$ cat src/rtl/ff_bank_pkg.sv
// Shared types for the multimode flip-flop bank: slice mode encoding and count direction.
package ff_bank_pkg;

   typedef enum logic [1:0] {
      FFM_D     = 2'b00,
      FFM_T     = 2'b01,
      FFM_JK    = 2'b10,
      FFM_COUNT = 2'b11
   } ff_mode_e;

   localparam logic DIR_UP   = 1'b0;
   localparam logic DIR_DOWN = 1'b1;

endpackage

$ cat src/rtl/ff_bank_cell.sv
// One slice of the flip-flop bank: next-state logic for D, T, JK and counter-toggle modes.
module ff_bank_cell
   import ff_bank_pkg::*;
(
   input  ff_mode_e mode_i,
   input  logic     q_i,
   input  logic     a_i,
   input  logic     b_i,
   input  logic     tog_en_i,
   output logic     d_o
);

   always_comb begin
      d_o = q_i;
      unique case (mode_i)
         FFM_D:     d_o = a_i;
         FFM_T:     d_o = q_i ^ a_i;
         FFM_JK:    d_o = (a_i & ~q_i) | (~b_i & q_i);
         FFM_COUNT: d_o = q_i ^ tog_en_i;
      endcase
   end

endmodule

$ cat src/rtl/ff_bank_multimode.sv
// Bank of WIDTH D/T/JK slices that chain into an up/down counter in COUNT mode.
// Define FF_BANK_SAT_EN to make COUNT mode saturate instead of wrapping.
module ff_bank_multimode
   import ff_bank_pkg::*;
#(
   parameter int unsigned      WIDTH   = 8,
   parameter logic [WIDTH-1:0] RST_VAL = '0
) (
   input  logic             clk_i,
   input  logic             rst_i,
   input  logic             en_i,
   input  ff_mode_e         mode_i,
   input  logic [WIDTH-1:0] a_i,
   input  logic [WIDTH-1:0] b_i,
   input  logic             clr_ovf_i,
   output logic [WIDTH-1:0] q_o,
   output logic [WIDTH-1:0] q_bar_o,
   output logic             tc_o,
   output logic             ovf_o
);

   logic [WIDTH-1:0] q_q, q_d, cell_d;
   logic             ovf_q, ovf_d;
   logic [WIDTH:0]   carry;
   logic [WIDTH-1:0] tog_en;
   logic             cnt_en, dir;
   logic             limit;

   assign cnt_en = a_i[0];
   assign dir    = b_i[0];

   // carry[i] is set when every bit below i is 1 (up) or 0 (down).
   always_comb begin
      carry[0] = 1'b1;
      for (int i = 0; i < int'(WIDTH); i++) begin
         carry[i+1] = carry[i] & ((dir == DIR_DOWN) ? ~q_q[i] : q_q[i]);
      end
   end

   assign tog_en = {WIDTH{cnt_en}} & carry[WIDTH-1:0];

   for (genvar g = 0; g < WIDTH; g++) begin : g_cell
      ff_bank_cell u_cell (
         .mode_i   (mode_i),
         .q_i      (q_q[g]),
         .a_i      (a_i[g]),
         .b_i      (b_i[g]),
         .tog_en_i (tog_en[g]),
         .d_o      (cell_d[g])
      );
   end

   assign tc_o = (mode_i == FFM_COUNT) & cnt_en & carry[WIDTH];

`ifdef FF_BANK_SAT_EN
   assign limit = tc_o;
`else
   assign limit = 1'b0;
`endif

   always_comb begin
      q_d   = q_q;
      ovf_d = ovf_q;
      if (en_i && !limit) begin
         q_d = cell_d;
      end
      if (en_i && tc_o) begin
         ovf_d = 1'b1;
      end else if (clr_ovf_i) begin
         ovf_d = 1'b0;
      end
   end

   always_ff @(posedge clk_i) begin
      if (rst_i) begin
         q_q   <= RST_VAL;
         ovf_q <= 1'b0;
      end else begin
         q_q   <= q_d;
         ovf_q <= ovf_d;
      end
   end

   assign q_o     = q_q;
   assign q_bar_o = ~q_q;
   assign ovf_o   = ovf_q;

endmodule

$ cat config.mk
export PLATFORM = sky130hd
export DESIGN_NAME = ff_bank_multimode
export DESIGN_NICKNAME = d
export VERILOG_FILES = /design/src/rtl/ff_bank_pkg.sv /design/src/rtl/ff_bank_cell.sv /design/src/rtl/ff_bank_multimode.sv
export SDC_FILE = /design/constraint.sdc
export NUM_CORES = 1
export LEC_CHECK = 0
export BUFFER_PORTS_ARGS = -buffer_cell sky130_fd_sc_hd__buf_4
export CORE_UTILIZATION = 43
export CTS_CLUSTER_DIAMETER = 120
export DETAILED_ROUTE_END_ITERATION = 7
export PLACE_DENSITY = 0.79
export REMOVE_ABC_BUFFERS = 1
export SETUP_SLACK_MARGIN = 0.3
export SKIP_CTS_REPAIR_TIMING = 1
export SLEW_MARGIN = 25
export SYNTH_ARGS = -nofsm -noshare
export SYNTH_HDL_FRONTEND = slang
export SYNTH_SLANG_ARGS = --single-unit
$ cat constraint.sdc
create_clock -name clk_i -period 1.45 [get_ports clk_i]
set_input_delay 0.2175 -clock clk_i [delete_from_list [all_inputs] [get_ports clk_i]]
set_output_delay 0.2175 -clock clk_i [all_outputs]
set_load 0.01 [all_outputs]
==> summary.txt <==
Run status
  – Outcome: complete, but fails checks
  – Failing checks: negative setup slack

Logic synthesis
  – Yosys top cell area share: 0.1827
  – Count leader, synth: inv_1
  – Number of synthesized flops with an enable pin: 0
  – Post-synthesis sequential area ratio: 0.1827
  – Top cells by area, synth: dfxtp_1 18%, buf_4 6.9%, a21oi_1 5.1%
  – Syn Std Cell Area: 985.9 um^2
  – Syn avg cell area: 7.526 um^2
  – Cell taking the most area after synthesis: dfxtp_1
  – Yosys reg bits: 9
  – Async S/R FF share, synth: 0
  – Cell count after synthesis: 131
  – Post-synth top cells: 12 x inv_1, 10 x a21oi_1, 9 x buf_4, 9 x dfxtp_1
  – Ys flop type: dfxtp_1
  – Yosys cell types: between 40 and 50
  – Synth Warn #: 0

Global route
  – Initial antenna violation count: 0
  – Met3 Use GR: 0.04012
  – Met1 Resource Use GR: 0.3019
  – Pin count of the biggest net entering global routing: 23
  – Vias in the first global route: 1,065
  – GR Overflow Total: 0
  – Most Crowded Layer GR: met2
  – First-pass GRT wire length: 4712 um
  – GR met2 Demand/Resource: 0.4302
  – GR Util All Layers: 0.2474

Layout
  – Final Util: 0.6839
  – # diodes: 0
  – Area growth from synthesis to layout: 43.02%
  – Post-route cell area: 0.001410 mm^2
  – Fin nets: 199
  – Layout cells sized above 1: 0.4773

Critical path
  – Critical Path Fanout Max: 3
  – Worst EP arrival: 1.67 ns
  – R2R Path Start: q_o[2]
  – Setup CP Type: flip-flop to output port
  – Flop2flop setup slack: -0.27 ns
  – Worst setup EP type: output port
  – RR Endpoint: q_o[3]
  – Startpoint Class: flip-flop
  – R2R cell count: 7
  – Worst path required time: 1.23 ns

Timing
  – RSZ-0062 raised after global routing: yes
  – Setup violators final: 7
  – Hold Fails Final Rpt: 0
  – Final worst slack: -0.4349 ns
  – Clk_skew: ~0.00076 ns
  – Min Tclk post-route: between 1.5 and 2 ns
  – Tcrit/Tclk final: 1.300
  – Worst Tran Pin Value: 0.3503 ns
  – Max Slew Vio Count: 0
  – Max frequency: 530.5 MHz
  – Slew Limit Headroom: 0.7604

Placement
  – Gpl congestion: 0.9359
  – DP Area: 0.001290 mm^2
  – PortBufs: 39
  – Detail Placement HPWL: 2246 um

Power and ir drop
  – Peak VDD IR: 399.1 uV
  – Lkg Pwr: about 0.62 nW
  – Pwr Density: 645.2 mW/mm^2
  – Overall power: 0.9098 mW

Floorplan
  – Site Rows: 16
  – Starting Density: 0.4782
  – I/O pin count: 40
  – Die Height: around 50 um
  – Die area: around 0.0025 mm^2
  – Core footprint: about 0.0021 mm^2
  – Die width: approximately 50 um

Detailed routing
  – DR vias: 1,182
  – Final wirelength: 3082 um
  – DRC: 0
  – Vias per inst: 5.823
  – Drt first pass iters: 4
  – Initial drt markers: 31
  – ANT nets after route: 0
  – WL/cell: 15.18 um

Clocking
  – H-tree levels: 1
  – Clock transition at path regs: roughly 0.070 ns
  – Number of CTS-inserted buffers: 3
  – Worst-Skew Late Latency: 0.26 ns
  – CTS tree: built
  – Max Root-Sink Buffers: 2
  – Total clock sinks: 9
  – Root buffer cell: clkbuf_4

Worst hold path
  – Hold Crit Depth: 2
  – Hold endpoint: q_o[0]
  – Hold wc startpoint: rst_i
  – Hold crit path type: input pin to flip-flop

Run
  – Max_cap viols: 0
==> layout make-up <==
type	count	area, um^2
Tap cell	27	33.78
Timing Repair Buffer	56	439.2
Sequential cell	9	191.4
Inverter	12	52.55
Multi-Input combinational cell	95	666.9
Clock buffer	4	26.28
Fill cell	173	651.9
==> sequential cells by signal, indices dropped and copies added, names as in the netlist <==
name   flops
q_o        8
ovf_o      1
==> stage by stage <==
| stage | setup WS (ns) | instances | hold slack [ns] | TNS [ns] |
|---|---|---|---|---|
| 2_1_floorplan | -0.1986 | 116 | 0.2869 | -0.9216 |
| 3_3_place_gp | -0.1688 | 197 | 0.4358 | -0.7757 |
| 3_5_place_dp | -0.2272 | 197 | 0.4488 | -1.114 |
| 4_1_cts | -0.5168 | 201 | 0.2156 | -1.479 |
| 5_1_grt | -0.5005 | 203 | 0.2207 | -1.916 |
| 6_report | -0.4349 | 203 | 0.2217 | -1.435 |
==> report_power, final <==
part	internal, mW	switching [mW]	leakage [nW]
registers	0.269	0.0170	0.0769
clock network	0.106	0.0981	0.0150
logic	0.210	0.209	0.532
total	0.585	0.325	0.624
==> kinds of logic (layout without fill, tap and decap cells) <==
logic type,Yosys count,after routing,synth area share
muxes,5,5,0.05203
and+or+nand+nor,40,40,0.2284
buffers and inverters,27,72,0.1827
AOI/OAI and AO/OA,47,47,0.3274
DFF,9,9,0.1827
xor gates and xnor gates,3,3,0.02665
==> critical path, stage by stage, from the launching register on <==
cell,delay [ns]
dfxtp_2,0.33
or4b_1,0.55
o22ai_2,0.18
nand3_2,0.12
nor2_1,0.11
buf_4,0.13
==> how the worst max path moves through the flow <==
stage	slack, ns	to	startpoint	depth (start not counted)
2_1_floorplan	-0.20	tc_o	q_o[0]	4
4_1_cts	-0.52	tc_o	q_o[0]	5
5_1_grt	-0.50	tc_o	q_o[5]	5
3_3_place_gp	-0.17	tc_o	q_o[0]	5
6_report	-0.43	tc_o	q_o[5]	5
3_5_place_dp	-0.23	tc_o	q_o[0]	5
==> layout by cell type (no fill, tap or decap), types with 2 or more instances in the layout <==
cell / count
a211oi_1: 2
nand4b_1: 2
o21ai_0: 4
inv_1: 5
nand3_1: 5
a31oi_1: 3
mux2i_1: 4
inv_4: 3
a22oi_1: 3
inv_2: 4
nand2b_1: 4
a21oi_1: 10
a32oi_1: 3
nor2_1: 7
buf_4: 51
o22ai_1: 4
nand4_1: 2
nor3_1: 3
dfxtp_2: 6
buf_6: 5
clkbuf_4: 3
xor2_1: 2
o22ai_2: 2
nand2_1: 7
o31ai_1: 2
dfxtp_1: 2
a21o_1: 2
==> metal layers <==
| metal | vias to the layer above | routed length, um |
|---|---|---|
| met5 | - | 0 |
| met4 | 0 | 38 |
| met3 | 4 | 164 |
| met2 | 47 | 1524 |
| met1 | 556 | 1354 |
| li1 | 575 | - |
Power figures use the tool's default switching activity.
